<file path="src/rtl/mvu_job_ctrl.sv">
// MVU job controller: sequences CLR -> RUN -> QUANT -> OUT -> DONE for one MVU job.
// Latency: start edge to done pulse is 1 + countdown + 1 + max(oprecision,1) cycles; outputs registered.
// Backpressure: none; start while busy is dropped, abort returns to IDLE on the next edge.
// Optional feature: define MVU_JOB_CTRL_IRQ_EN to add irq_clr input and sticky irq output.
module mvu_job_ctrl #(
  parameter int BCNTDWN = 29,
  parameter int BPREC   = 6
) (
  input  logic               clk,
  input  logic               rst_n,
  input  logic               start,
  input  logic               abort,
  input  logic [BCNTDWN-1:0] countdown,
  input  logic [BPREC-1:0]   iprecision,
  input  logic [BPREC-1:0]   wprecision,
  input  logic [BPREC-1:0]   oprecision,
`ifdef MVU_JOB_CTRL_IRQ_EN
  input  logic               irq_clr,
  output logic               irq,
`endif
  output logic               busy,
  output logic               done,
  output logic               acc_clr,
  output logic               acc_sh,
  output logic               max_clr,
  output logic               quant_clr,
  output logic               quant_start
);

  // Block length is always held at 12 bits; 63*63 = 3969 fits without overflow.
  localparam int BBLK = 12;

  typedef enum logic [2:0] {
    S_IDLE  = 3'd0,
    S_CLR   = 3'd1,
    S_RUN   = 3'd2,
    S_QUANT = 3'd3,
    S_OUT   = 3'd4,
    S_DONE  = 3'd5
  } state_t;

  state_t             state_q, state_d;
  logic [BCNTDWN-1:0] cd_q;
  logic [BPREC-1:0]   ip_q, wp_q, op_q;
  logic [BCNTDWN-1:0] cnt_q, cnt_d;   // RUN cycles remaining, including the current one
  logic [BBLK-1:0]    blk_q, blk_d;   // 1-based position of the current RUN cycle in its block
  logic [BPREC-1:0]   ocnt_q, ocnt_d; // OUT cycles remaining, including the current one
  logic [BBLK-1:0]    ip_ext, wp_ext, blk_len;
  logic [BPREC-1:0]   op_eff;
  logic               take_job;

  logic busy_d, done_d, acc_clr_d, acc_sh_d, max_clr_d, quant_clr_d, quant_start_d;

  // A zero precision behaves as a precision of one.
  assign ip_ext   = (ip_q == '0) ? BBLK'(1) : BBLK'(ip_q);
  assign wp_ext   = (wp_q == '0) ? BBLK'(1) : BBLK'(wp_q);
  assign blk_len  = ip_ext * wp_ext;
  assign op_eff   = (op_q == '0) ? BPREC'(1) : op_q;
  assign take_job = (state_q == S_IDLE) && start && !abort;

  // State, counters and the job configuration snapshot taken on the accepting edge.
  always_ff @(posedge clk or negedge rst_n) begin
    if (!rst_n) begin
      state_q <= S_IDLE;
      cnt_q   <= '0;
      blk_q   <= '0;
      ocnt_q  <= '0;
      cd_q    <= '0;
      ip_q    <= '0;
      wp_q    <= '0;
      op_q    <= '0;
    end else begin
      state_q <= state_d;
      cnt_q   <= cnt_d;
      blk_q   <= blk_d;
      ocnt_q  <= ocnt_d;
      if (take_job) begin
        cd_q <= countdown;
        ip_q <= iprecision;
        wp_q <= wprecision;
        op_q <= oprecision;
      end
    end
  end

  // Next state and next counter values; abort overrides every busy state.
  always_comb begin
    state_d = state_q;
    cnt_d   = cnt_q;
    blk_d   = blk_q;
    ocnt_d  = ocnt_q;
    case (state_q)
      S_IDLE: begin
        if (take_job) state_d = S_CLR;
      end
      S_CLR: begin
        cnt_d   = cd_q;
        blk_d   = BBLK'(1);
        state_d = (cd_q != '0) ? S_RUN : S_QUANT;
      end
      S_RUN: begin
        cnt_d = cnt_q - BCNTDWN'(1);
        blk_d = (blk_q == blk_len) ? BBLK'(1) : blk_q + BBLK'(1);
        if (cnt_q == BCNTDWN'(1)) state_d = S_QUANT;
      end
      S_QUANT: begin
        ocnt_d  = op_eff;
        state_d = S_OUT;
      end
      S_OUT: begin
        ocnt_d = ocnt_q - BPREC'(1);
        if (ocnt_q == BPREC'(1)) state_d = S_DONE;
      end
      S_DONE: begin
        state_d = S_IDLE;
      end
      default: begin
        state_d = S_IDLE;
      end
    endcase
    if (abort && (state_q != S_IDLE)) state_d = S_IDLE;
  end

  // Output values for the state being entered, so the registered strobes line up with it.
  always_comb begin
    busy_d        = (state_d != S_IDLE);
    done_d        = (state_d == S_DONE);
    acc_clr_d     = (state_d == S_CLR);
    max_clr_d     = (state_d == S_CLR);
    quant_clr_d   = (state_d == S_CLR);
    quant_start_d = (state_d == S_QUANT);
    acc_sh_d      = (state_d == S_RUN) && (blk_d == blk_len);
  end

  // Registered outputs; no input reaches an output without passing a flop.
  always_ff @(posedge clk or negedge rst_n) begin
    if (!rst_n) begin
      busy        <= 1'b0;
      done        <= 1'b0;
      acc_clr     <= 1'b0;
      acc_sh      <= 1'b0;
      max_clr     <= 1'b0;
      quant_clr   <= 1'b0;
      quant_start <= 1'b0;
    end else begin
      busy        <= busy_d;
      done        <= done_d;
      acc_clr     <= acc_clr_d;
      acc_sh      <= acc_sh_d;
      max_clr     <= max_clr_d;
      quant_clr   <= quant_clr_d;
      quant_start <= quant_start_d;
    end
  end

`ifdef MVU_JOB_CTRL_IRQ_EN
  // Sticky completion interrupt; a set on the same edge as a clear wins.
  always_ff @(posedge clk or negedge rst_n) begin
    if (!rst_n) begin
      irq <= 1'b0;
    end else if (state_d == S_DONE) begin
      irq <= 1'b1;
    end else if (irq_clr) begin
      irq <= 1'b0;
    end
  end
`endif

endmodule

</file>
<file path="config.mk">
export PLATFORM = sky130hd
export DESIGN_NAME = mvu_job_ctrl
export DESIGN_NICKNAME = d
export VERILOG_FILES = /design/src/rtl/mvu_job_ctrl.sv
export SDC_FILE = /design/constraint.sdc
export NUM_CORES = 1
export LEC_CHECK = 0
export BUFFER_PORTS_ARGS = -buffer_cell sky130_fd_sc_hd__buf_2
export CORE_ASPECT_RATIO = 1.1
export CORE_MARGIN = 2
export CORE_UTILIZATION = 40
export DETAILED_ROUTE_END_ITERATION = 8
export PLACE_DENSITY = 0.63
export SYNTH_ARGS = -nofsm -noshare
export SYNTH_HDL_FRONTEND = slang
export SYNTH_SLANG_ARGS = --single-unit
</file>
<file path="constraint.sdc">
create_clock -name clk -period 10.45 [get_ports clk]
set_clock_uncertainty 0.2 [all_clocks]
set_input_delay 2.09 -clock clk [delete_from_list [all_inputs] [get_ports clk]]
set_output_delay 2.09 -clock clk [all_outputs]
set_load 0.05 [all_outputs]
</file>
==> run_summary.xml <==
<?xml version="1.0" encoding="UTF-8"?>
<metrics>
  <group name="cts">
    <metric name="postCtsResizedCells" unit="">0</metric>
    <metric name="tritoncts" unit="">yes</metric>
    <metric name="root_cell_of_the_clock_tree" unit="">sky130_fd_sc_hd__clkbuf_16</metric>
    <metric name="cts_sinks" unit="">102</metric>
    <metric name="numCtsBuffers" unit="">9</metric>
    <metric name="ctsHoldBuffers" unit="">0</metric>
    <metric name="clock_insertion_delay_worst_skew" unit="ns">0.35</metric>
    <metric name="postcts_setup_bufs" unit="">0</metric>
    <metric name="cts_buffer_depth" unit="">2</metric>
    <metric name="htree_levels" unit="">3</metric>
    <metric name="clock_pin_slew_on_the_worst_setup_and_hold_paths" unit="ns">0.07</metric>
  </group>
  <group name="floorplanning">
    <metric name="die_width" unit="um">129.5</metric>
    <metric name="core.rowCount" unit="">50</metric>
    <metric name="top_level_ports" unit="">58</metric>
    <metric name="floorplan.die_area" unit="sq um">18400</metric>
    <metric name="coreArea" unit="sq um">17020</metric>
    <metric name="initial_cell_density_of_the_core" unit="">0.4074</metric>
    <metric name="floorplan.die.height" unit="um">142.1</metric>
  </group>
  <group name="synth">
    <metric name="post_synth_inst_count" unit="">768</metric>
    <metric name="syn_area" unit="sq um">6933</metric>
    <metric name="synth-edff-count" unit="">0</metric>
    <metric name="syn-mean-instance-area" unit="sq um">9.027</metric>
    <metric name="post-synth-top-area-fraction" unit="">0.3682</metric>
    <metric name="synthTopCellsByCount" unit="">sky130_fd_sc_hd__dfrtp_1 (102), sky130_fd_sc_hd__nand2_1 (77), sky130_fd_sc_hd__o21ai_0 (66), sky130_fd_sc_hd__nor2_1 (56), sky130_fd_sc_hd__mux2_2 (47)</metric>
    <metric name="synth-seq-cells" unit="">102</metric>
    <metric name="synth.largest_area_cell" unit="">sky130_fd_sc_hd__dfrtp_1</metric>
    <metric name="synthesis.nets" unit="">861</metric>
    <metric name="yosys.cell_count.top_type" unit="">sky130_fd_sc_hd__dfrtp_1</metric>
    <metric name="synthDistinctLibCells" unit="">69</metric>
    <metric name="synth_ff_type" unit="">sky130_fd_sc_hd__dfrtp_1</metric>
    <metric name="ys_top_cells_by_area" unit="">sky130_fd_sc_hd__dfrtp_1 (37%), sky130_fd_sc_hd__mux2_2 (7.6%), sky130_fd_sc_hd__fa_1 (4.9%)</metric>
    <metric name="synth.yosys.seq_area_share" unit="">0.3682</metric>
    <metric name="async_reset_ff_frac" unit="">1.000</metric>
    <metric name="ys.warnings.count" unit="">0</metric>
  </group>
  <group name="sta">
    <metric name="final-setup-viol-count" unit="">0</metric>
    <metric name="maxSlewViolCount" unit="">0</metric>
    <metric name="min_period_over_period" unit="">0.5869</metric>
    <metric name="worst_hold_slack" unit="ns">0.2920</metric>
    <metric name="max-slew-margin-rel" unit="">0.4388</metric>
    <metric name="worstMarginPinSlew" unit="ns">0.8409</metric>
    <metric name="timing.final.crit_period" unit="ns">6.133</metric>
    <metric name="final-hold-violation-count" unit="">0</metric>
    <metric name="clock.fmax" unit="GHz">0.1631</metric>
    <metric name="tns" unit="ns">0</metric>
    <metric name="rsz0062_at_grt" unit="">no</metric>
  </group>
  <group name="route">
    <metric name="drt_iter0_markers" unit="">370</metric>
    <metric name="vias_per_cell" unit="">5.481</metric>
    <metric name="remaining_drc_errors" unit="">0</metric>
    <metric name="vias" unit="">5700</metric>
    <metric name="drt_total_wl" unit="um">16650</metric>
    <metric name="drt.antenna.violating_nets" unit="">0</metric>
    <metric name="drt_pre_antenna_iters" unit="">5</metric>
    <metric name="routedWlPerCell" unit="um">16.01</metric>
  </group>
  <group name="worst_hold_path">
    <metric name="hold-path-cell-count" unit="">2</metric>
    <metric name="worst_hold_startpoint" unit="">cnt_q[27]</metric>
    <metric name="hold_critical_path_endpoint" unit="">cnt_q[27]</metric>
    <metric name="hold_removal_path_class" unit="">flip-flop to flip-flop</metric>
  </group>
  <group name="final_layout">
    <metric name="n_diodes" unit="">0</metric>
    <metric name="layout.cell_area.non_filler" unit="sq um">7712</metric>
    <metric name="syn_to_final_growth" unit="%">11.24</metric>
    <metric name="fin_nets" unit="">894</metric>
    <metric name="fraction_of_final_layout_cells_with_drive_strength_greater_than_1" unit="">0.1762</metric>
  </group>
  <group name="power_and_ir_drop">
    <metric name="worst_ir_drop_vdd" unit="V">0.0002435</metric>
    <metric name="power.leakage" unit="nW">3.222</metric>
    <metric name="power_density" unit="nW/um^2">342.6</metric>
  </group>
  <group name="worst_setup_path">
    <metric name="critPathMaxStageDelay" unit="ns">0.70</metric>
    <metric name="path_class" unit="">flip-flop to flip-flop</metric>
    <metric name="path_buf_inv" unit="">1</metric>
    <metric name="required" unit="ns">10.51</metric>
    <metric name="worst_path_max_delay_cell" unit="">sky130_fd_sc_hd__nor2_2</metric>
    <metric name="arrival" unit="ns">6.19</metric>
    <metric name="reg2reg_to" unit="">acc_sh</metric>
    <metric name="worst-r2r-setup-slack" unit="ns">4.32</metric>
    <metric name="critPathCaptureType" unit="">flip-flop</metric>
    <metric name="timing.critical_path.mode_cell" unit="">sky130_fd_sc_hd__fa_1</metric>
    <metric name="reg2reg_from" unit="">ip_q[2]</metric>
    <metric name="path_max_fanout" unit="">21</metric>
    <metric name="worstPathCellList" unit="">nor3_1, a21oi_2, nand2b_1, fa_1, fa_1, fa_1, inv_1, ha_1, nand2b_1, o2bb2ai_1, xor2_1, a2bb2oi_1, a41oi_2, nor2_2, nor3_1, a211o_2, xnor2_1, nor4_2</metric>
    <metric name="worstSetupStartpointType" unit="">flip-flop</metric>
    <metric name="critical_path.top_delay_family" unit="">adder cells</metric>
    <metric name="reg2regPathDepth" unit="">18</metric>
  </group>
  <group name="placed_design">
    <metric name="placement.io_buffers" unit="">57</metric>
    <metric name="place.gp.congestion" unit="">0.8494</metric>
    <metric name="dp.final_hpwl" unit="um">12280</metric>
    <metric name="placed_cell_area" unit="sq um">7388</metric>
  </group>
  <group name="global_routing">
    <metric name="via_count_of_the_first_global_routing_pass" unit="">5605</metric>
    <metric name="pin_count_of_the_biggest_net_entering_global_routing" unit="">66</metric>
    <metric name="gr_overflow_total" unit="">0</metric>
    <metric name="grt.total_usage" unit="">0.1910</metric>
    <metric name="grt_antenna_before_repair" unit="">0</metric>
    <metric name="grt_pass1_wl" unit="um">28110</metric>
  </group>
  <group name="run">
    <metric name="max_cap_viol_count" unit="">0</metric>
  </group>
  <group name="outcome">
    <metric name="run_status" unit="">completed</metric>
  </group>
</metrics>
[worst max-delay path by stage]
stage / startpoint / endpoint / slack (ns) / cells past startpoint
finish: ip_q[2] / acc_sh / 4.32 / 18
detailed placement: ip_q[2] / acc_sh / 4.37 / 18
global placement: ip_q[1] / acc_sh / 4.48 / 18
global route: wp_q[2] / acc_sh / 4.00 / 20
CTS: ip_q[2] / acc_sh / 4.35 / 18
floorplan: ip_q[1] / acc_sh / 5.26 / 19
[cells by family (layout without fill, tap and decap cells)]
| kind of cell | Yosys count | in the layout | share of synthesized area |
|---|---|---|---|
| and+or+nand+nor | 279 | 279 | 0.2027 |
| AOI/OAI and AO/OA | 194 | 194 | 0.1761 |
| xor gates and xnor gates | 24 | 24 | 0.03032 |
| DFF | 102 | 102 | 0.3682 |
| adders and majority gates | 42 | 42 | 0.09421 |
| buffers and inverters | 75 | 113 | 0.04494 |
| muxes | 52 | 52 | 0.08356 |
[final cells by class]
cell class              count  area, sq um
clock buffers              12        246.5
clock inverters             4        77.57
fillers                  1725         9304
inverters                  33        123.9
multi-input cells         591         4079
flip-flops and latches    102         2552
well taps                 234        292.8
repair buffers             64        340.3
[tightest hold or removal path: stages, from the launching register on]
cell                      delay [ns]
sky130_fd_sc_hd__dfrtp_1        0.34
sky130_fd_sc_hd__nand2_1        0.05
sky130_fd_sc_hd__o21ai_1        0.06
[stage by stage]
step	power (mW)	setup WS, ns	instances	utilization
after floorplan	1.914	5.260	768	-
after global placement	2.256	4.476	1024	0.4342
after detailed placement	2.267	4.369	1024	0.4342
after CTS	2.648	4.355	1040	0.4532
after global routing	2.874	4.001	1040	0.4532
final	2.642	4.317	1040	0.4532
[registers in the layout (all words and copies together), names as in the netlist, 3 cells and up]
name,cells
cnt_q,29
wp_q,6
ocnt_q,6
state_q,3
cd_q,29
ip_q,6
blk_q,12
op_q,6
[routing by layer]
metal  wire length, um  up-vias  share of wire  GRT usage
met4               327        0          0.020    0.07357
met1              7566     2743           0.45     0.2532
li1                  -     2824              -          -
met3               421       21          0.025    0.02105
met5                 0        -              0          0
met2              8333      112           0.50     0.3211
[where the power goes]
group / internal [mW] / leakage [nW] / switching [mW] / total, mW
Combinational: 0.664 / 1.82 / 0.939 / 1.60
Sequential: 0.520 / 1.24 / 0.149 / 0.669
Clock: 0.219 / 0.158 / 0.152 / 0.370
[placed cells by master (no fill, tap or decap), types with 7 or more instances in the layout]
| master | synthesis | final |
|---|---|---|
| sky130_fd_sc_hd__nor2b_1 | 11 | 10 |
| sky130_fd_sc_hd__mux2_2 | 47 | 47 |
| sky130_fd_sc_hd__buf_4 | 2 | 8 |
| sky130_fd_sc_hd__o21ai_1 | 12 | 12 |
| sky130_fd_sc_hd__fa_1 | 17 | 17 |
| sky130_fd_sc_hd__buf_2 | 12 | 56 |
| sky130_fd_sc_hd__ha_1 | 25 | 25 |
| sky130_fd_sc_hd__nor4_1 | 16 | 16 |
| sky130_fd_sc_hd__a21o_1 | 7 | 7 |
| sky130_fd_sc_hd__dfrtp_1 | 102 | 102 |
| sky130_fd_sc_hd__nand2b_1 | 11 | 11 |
| sky130_fd_sc_hd__a22oi_1 | 10 | 10 |
| sky130_fd_sc_hd__nand2_1 | 77 | 77 |
| sky130_fd_sc_hd__xnor2_1 | 14 | 14 |
| sky130_fd_sc_hd__nor2_1 | 56 | 55 |
| sky130_fd_sc_hd__nor3_1 | 27 | 27 |
| sky130_fd_sc_hd__and2_1 | 17 | 17 |
| sky130_fd_sc_hd__or3_1 | 8 | 8 |
| sky130_fd_sc_hd__nand4_1 | 8 | 8 |
| sky130_fd_sc_hd__nand3_1 | 19 | 19 |
| sky130_fd_sc_hd__o21ai_0 | 66 | 66 |
| sky130_fd_sc_hd__a21oi_1 | 43 | 43 |
| sky130_fd_sc_hd__inv_1 | 33 | 33 |
| sky130_fd_sc_hd__clkbuf_16 | 0 | 9 |
| sky130_fd_sc_hd__xor2_1 | 10 | 10 |
Note: power is estimated with default switching activity, not from simulation.
